==> src/rtl/fibo_pkg.sv <==
// Shared types and default sizing for the Fibonacci sequence generator.
package fibo_pkg;

  typedef enum logic {
    IDLE = 1'b0,
    RUN  = 1'b1
  } fibo_state_t;

  localparam int FIBO_WIDTH_DEF = 16;
  localparam int FIBO_CNT_W_DEF = 8;

endpackage

==> src/rtl/fibo_gen.sv <==
// Fibonacci-style term generator: first term one cycle after start, one term per cycle.
// Backpressure: out_ready low freezes all state and holds the presented term stable.
module fibo_gen
  import fibo_pkg::*;
#(
  parameter int WIDTH = FIBO_WIDTH_DEF,
  parameter int CNT_W = FIBO_CNT_W_DEF
) (
  input  logic             clk,
  input  logic             rst,
  input  logic             start,
  input  logic [WIDTH-1:0] seed0,
  input  logic [WIDTH-1:0] seed1,
  input  logic [CNT_W-1:0] num_terms,
  input  logic             out_ready,
  output logic             out_valid,
  output logic [WIDTH-1:0] out_data,
  output logic             out_ovf,
  output logic             out_last,
  output logic             busy,
  output logic             done,
  output logic             overflow
);

  fibo_state_t state, state_nxt;

  logic [WIDTH-1:0] a, b;
  logic             a_ovf, b_ovf;
  logic [CNT_W-1:0] rem;
  logic [WIDTH:0]   sum;
  logic             in_run;
  logic             last;
  logic             hs;

  assign sum    = {1'b0, a} + {1'b0, b};
  assign in_run = (state == RUN);
  assign last   = (rem == CNT_W'(1));
  assign hs     = in_run && out_ready;

  always_ff @(posedge clk or posedge rst) begin
    if (rst) state <= IDLE;
    else     state <= state_nxt;
  end

  always_comb begin
    state_nxt = state;
    case (state)
      IDLE: if (start && (num_terms != '0)) state_nxt = RUN;
      RUN:  if (hs && last)                 state_nxt = IDLE;
      default:                              state_nxt = IDLE;
    endcase
  end

  // Outputs are forced to zero outside RUN so IDLE looks identical to reset.
  always_comb begin
    out_valid = in_run;
    out_data  = in_run ? a : '0;
    out_ovf   = in_run && a_ovf;
    out_last  = in_run && last;
    busy      = in_run;
  end

  always_ff @(posedge clk or posedge rst) begin
    if (rst) begin
      a        <= '0;
      b        <= '0;
      a_ovf    <= 1'b0;
      b_ovf    <= 1'b0;
      rem      <= '0;
      done     <= 1'b0;
      overflow <= 1'b0;
    end else begin
      done <= 1'b0;
      if (state == IDLE) begin
        if (start) begin
          overflow <= 1'b0;
          if (num_terms != '0) begin
            a     <= seed0;
            b     <= seed1;
            a_ovf <= 1'b0;
            b_ovf <= 1'b0;
            rem   <= num_terms;
          end else begin
            done <= 1'b1;
          end
        end
      end else if (hs) begin
        a        <= b;
        a_ovf    <= b_ovf;
        b        <= sum[WIDTH-1:0];
        // Wrap is inherited: a sum built from a wrapped operand is itself wrong.
        b_ovf    <= sum[WIDTH] | a_ovf | b_ovf;
        rem      <= rem - CNT_W'(1);
        overflow <= overflow | a_ovf;
        if (last) done <= 1'b1;
      end
    end
  end

endmodule

==> config.mk <==
export PLATFORM = sky130hd
export DESIGN_NAME = fibo_gen
export DESIGN_NICKNAME = d
export VERILOG_FILES = /design/src/rtl/fibo_pkg.sv /design/src/rtl/fibo_gen.sv
export SDC_FILE = /design/constraint.sdc
export NUM_CORES = 1
export LEC_CHECK = 0
export CORE_MARGIN = 1.5
export CORE_UTILIZATION = 47
export DETAILED_ROUTE_END_ITERATION = 16
export GPL_ROUTABILITY_DRIVEN = 0
export GPL_TIMING_DRIVEN = 0
export HOLD_SLACK_MARGIN = 0.15
export PLACE_DENSITY = 0.83
export SYNTH_ARGS = -nofsm -noshare
export SYNTH_HDL_FRONTEND = slang
export SYNTH_SLANG_ARGS = --single-unit
==> constraint.sdc <==
create_clock -name clk -period 2.1 [get_ports clk]
set_clock_uncertainty 0.05 [all_clocks]
set_input_delay 0.42 -clock clk [delete_from_list [all_inputs] [get_ports clk]]
set_output_delay 0.42 -clock clk [all_outputs]
set_load 0.05 [all_outputs]
==> results.rst <==
.. list-table::
   :header-rows: 1

   * - Metric
     - Value
   * - Clock-pin slew of the registers on the worst-case setup and hold paths
     - 0.10 ns
   * - Req. time, crit path
     - 2.28 ns
   * - Crit-path slowest cell
     - sky130_fd_sc_hd__dfrtp_1
   * - Number of synthesized flops with an enable pin
     - 0
   * - Arithmetic-cell share of the synthesized area counting full adders, half adders and majority gates
     - 7.94%
   * - Critical path fanouts, max
     - 2
   * - Number of hold violations in the final report
     - 0
   * - Area of all placed cells without fillers
     - 4250 um^2
   * - Routed vias
     - 3066
   * - Std-Cell Core Area
     - 6350 um^2
   * - Area growth from synthesis to layout
     - 37.8%
   * - I/O pin count
     - 66
   * - Async set-reset flop share out of synthesis
     - 100%
   * - R2R Path Start
     - a[0]
   * - Clock latency on the worst-skew pair
     - 0.32 ns
   * - Number of buffers between clock root and the deepest sink
     - 2
   * - Most instantiated cells after synthesis
     - sky130_fd_sc_hd__nand2_1 (51), sky130_fd_sc_hd__dfrtp_1 (45), sky130_fd_sc_hd__o21ai_0 (34)
   * - Overall power after layout
     - 7360 uW
   * - Height of the die
     - 84.1 um
   * - Congestion Overflow GR
     - 0
   * - Multiplexer share of the synthesized area
     - 7.46%
   * - Status
     - finished, violations left
   * - Final setup violation count
     - 7
   * - Cell area after synthesis
     - 3090 um^2
   * - RSZ-0062 raised after global routing
     - true
   * - Worst Setup Slack, final
     - -0.214 ns
   * - Library cells used by synthesis
     - 54
   * - Post-layout minimum cycle time
     - 2.31 ns
   * - Post-CTS Hold Buffers
     - 0
   * - Cell breakdown of the critical path
     - ha_2 > inv_2 > fa_2 > and2b_1 > o2111ai_2 > a21oi_2 > o31ai_2 > a21o_1 > and3b_1 > o31ai_2
   * - Clock tree root driver cell
     - sky130_fd_sc_hd__clkbuf_8
   * - Antenna cells
     - 0
   * - Core Util, Final
     - 67.0%
   * - Startpoint type of the worst setup path
     - register
   * - Combinational family with the most area after synthesis
     - simple AND/OR/NAND/NOR gates
   * - Synth Area per Inst
     - 8.65 um^2
   * - Final worst path period share
     - 110%
   * - Kind of end point of the critical path
     - register
   * - Total power density per cell area
     - 1730 nW/um^2
   * - Global-route wire length before repair
     - 14600 um
   * - Number of clock sinks
     - 45
   * - Crit path launch
     - a[0]
   * - Fraction of post-synthesis cell area in the top cell type by area
     - 36.5%
   * - Placed cell areas
     - 3900 um^2
   * - Sequential area share after synthesis
     - 36.5%
   * - Number of levels the H-tree was split into
     - 2
   * - Leakage
     - 0.00201 uW
   * - Via/cell ratio
     - 5.94
   * - Ranking of synthesized cells by area
     - sky130_fd_sc_hd__dfrtp_1 (36%), sky130_fd_sc_hd__mux2i_1 (7.5%), sky130_fd_sc_hd__ha_1 (7.3%), sky130_fd_sc_hd__nand2_1 (6.2%), sky130_fd_sc_hd__o21ai_0 (5.5%)
   * - Crit Path Category
     - register to register
   * - Slew Viols, Final
     - 0
   * - Die W
     - 84.1 um
   * - Post-synthesis share of cell area spent on and, or, nand and nor gates
     - 21.3%
   * - Detail Placement HPWL
     - 6240 um
   * - TritonCTS clock tree
     - done
   * - TritonCTS buffer count
     - 5
   * - Most instantiated flip-flop cell in the synthesis netlist
     - sky130_fd_sc_hd__dfrtp_1
   * - Classification of the worst-slack hold path
     - primary input to async pin
   * - Arrival time worst endpoint
     - 2.49 ns
   * - Antenna-violating nets left
     - 0
   * - Cell with the most instances after synthesis
     - sky130_fd_sc_hd__nand2_1
   * - Reported max-cap violation count
     - 0
   * - Post-placement worst setup slack
     - -0.686 ns
   * - Area of the die
     - 7070 um^2
   * - Worst max-slew margin expressed relative to the limit
     - 49.8%
   * - Final #Nets
     - 501
   * - Number of antenna violations at the first check in global routing
     - 0
   * - Share of final-layout standard cells stronger than drive strength 1
     - 23.5%
   * - Total wire length
     - 9080 um
   * - Complex-gate fraction of the synthesized area
     - 19.9%
   * - Setup Total Neg Slack
     - -0.680 ns
   * - Pin count of the biggest net entering global routing
     - 27
   * - R2r setup slk
     - -0.21 ns
   * - Transition time at the pin with the least slew margin
     - 0.753 ns
   * - Worst VDD drop
     - 1.22 mV
   * - Yosys reg bits
     - 45
   * - Initial core utilization
     - 48.6%
   * - Row count
     - 29
   * - Post-synthesis share of cell area spent on xor and xnor gates
     - 2.27%
   * - Starting DRT DRC Count
     - 212
   * - Final routed DRC violation total
     - 0
   * - Per-cell routed wire length
     - 17.6 um
   * - Synthesized Nets
     - 420
   * - Total global-route track usage
     - 26.0%
   * - Number of warning messages in the yosys log
     - 0
   * - Stage delay of the slowest cell on the critical path
     - 0.37 ns
   * - FILL cells
     - 528
   * - Most frequent cell on the critical path
     - sky130_fd_sc_hd__o31ai_2
   * - Cell type with the highest aggregate area in the netlist
     - sky130_fd_sc_hd__dfrtp_1
   * - Maximum operating frequency
     - 432 MHz
   * - Synth Instances
     - 357
   * - Violations in the final reports
     - setup timing
   * - Vias in the first global route
     - 3008
   * - Number of port buffers
     - 64
   * - First drt pass iteration count
     - 5
==> state kept, by name, summed over array words and instances, names as in the netlist <==
name	flops
a	16
b	16
rem	8
a_ovf	1
b_ovf	1
busy	1
done	1
overflow	1
==> kinds of logic after synthesis <==
logic type / after synthesis
multiplexers: 23
AO/OA/AOI/OAI: 99
AND/OR/NAND/NOR: 131
buffers and inverters: 32
adder cells (fa/ha/maj): 19
XOR/XNOR: 8
flip-flops: 45
==> cell type report <==
cell class / instances / area (um^2) / area share, %
buffer: 20 / 165 / 3.88
sequential: 45 / 1130 / 26.5
inverter: 10 / 37.5 / 0.882
clock inverter: 1 / 30.0 / 0.706
tap: 77 / 96.3 / 2.26
clock buffer: 7 / 86.3 / 2.03
timing repair buffer: 76 / 728 / 17.1
multi-input combinational: 280 / 1980 / 46.6
==> through the flow <==
| step | instances | hold WS (ns) |
|---|---|---|
| floorplan | 357 | 0.420 |
| global placement | 498 | 0.439 |
| detailed placement | 499 | 0.451 |
| CTS | 510 | 0.403 |
| global route | 516 | 0.421 |
| finish | 516 | 0.379 |
==> critical path: cells and delay by family (launching register included) <==
kind                     cells  cell delay [ns]
AND/OR/NAND/NOR              2             0.40
AO/OA/AOI/OAI                5             0.85
adder cells (fa/ha/maj)      2             0.53
flip-flops                   1             0.37
buffers and inverters        1             0.04
==> final timing paths <==
kind                           to  cells after the start
setup / recovery            b[14]                     10
hold / removal             rem[3]                      2
setup reg to reg            b[14]                     10
hold reg to reg              b[2]                      2
max in group asynchronous   b[13]                      3
min in group clk             done                      3
==> where the power goes <==
| group | switching, uW | internal [uW] |
|---|---|---|
| clock | 329 | 389 |
| sequential | 397 | 1280 |
| combinational | 2830 | 2130 |
==> cells in the final DEF, fill, tap and decap left out, types with 9 or more instances in the layout <==
cell                               n
sky130_fd_sc_hd__nand2_1          51
sky130_fd_sc_hd__dfrtp_1          44
sky130_fd_sc_hd__clkdlybuf4s50_1  44
sky130_fd_sc_hd__o21ai_0          30
sky130_fd_sc_hd__a21oi_1          27
sky130_fd_sc_hd__mux2i_1          23
sky130_fd_sc_hd__buf_4            22
sky130_fd_sc_hd__nor2_1           13
sky130_fd_sc_hd__and2_2           10
sky130_fd_sc_hd__ha_1             10
sky130_fd_sc_hd__and2_1            9
sky130_fd_sc_hd__a21o_1            9
==> routing by layer <==
metal / track usage (%) / share of wire [%] / vias to the layer above
met4: 10.3 / 2.5 / 0
met1: 34.6 / 42 / 1475
li1: - / - / 1436
met2: 42.3 / 50 / 136
met5: 0 / 0 / -
met3: 4.15 / 5.9 / 19
==> timing repair <==
item                       CTS  global route
gates resized for setup    124            25
setup endpoints to repair   62            53
pin swaps                   12            13
setup buffers                4             7
Power figures use the tool's default switching activity.
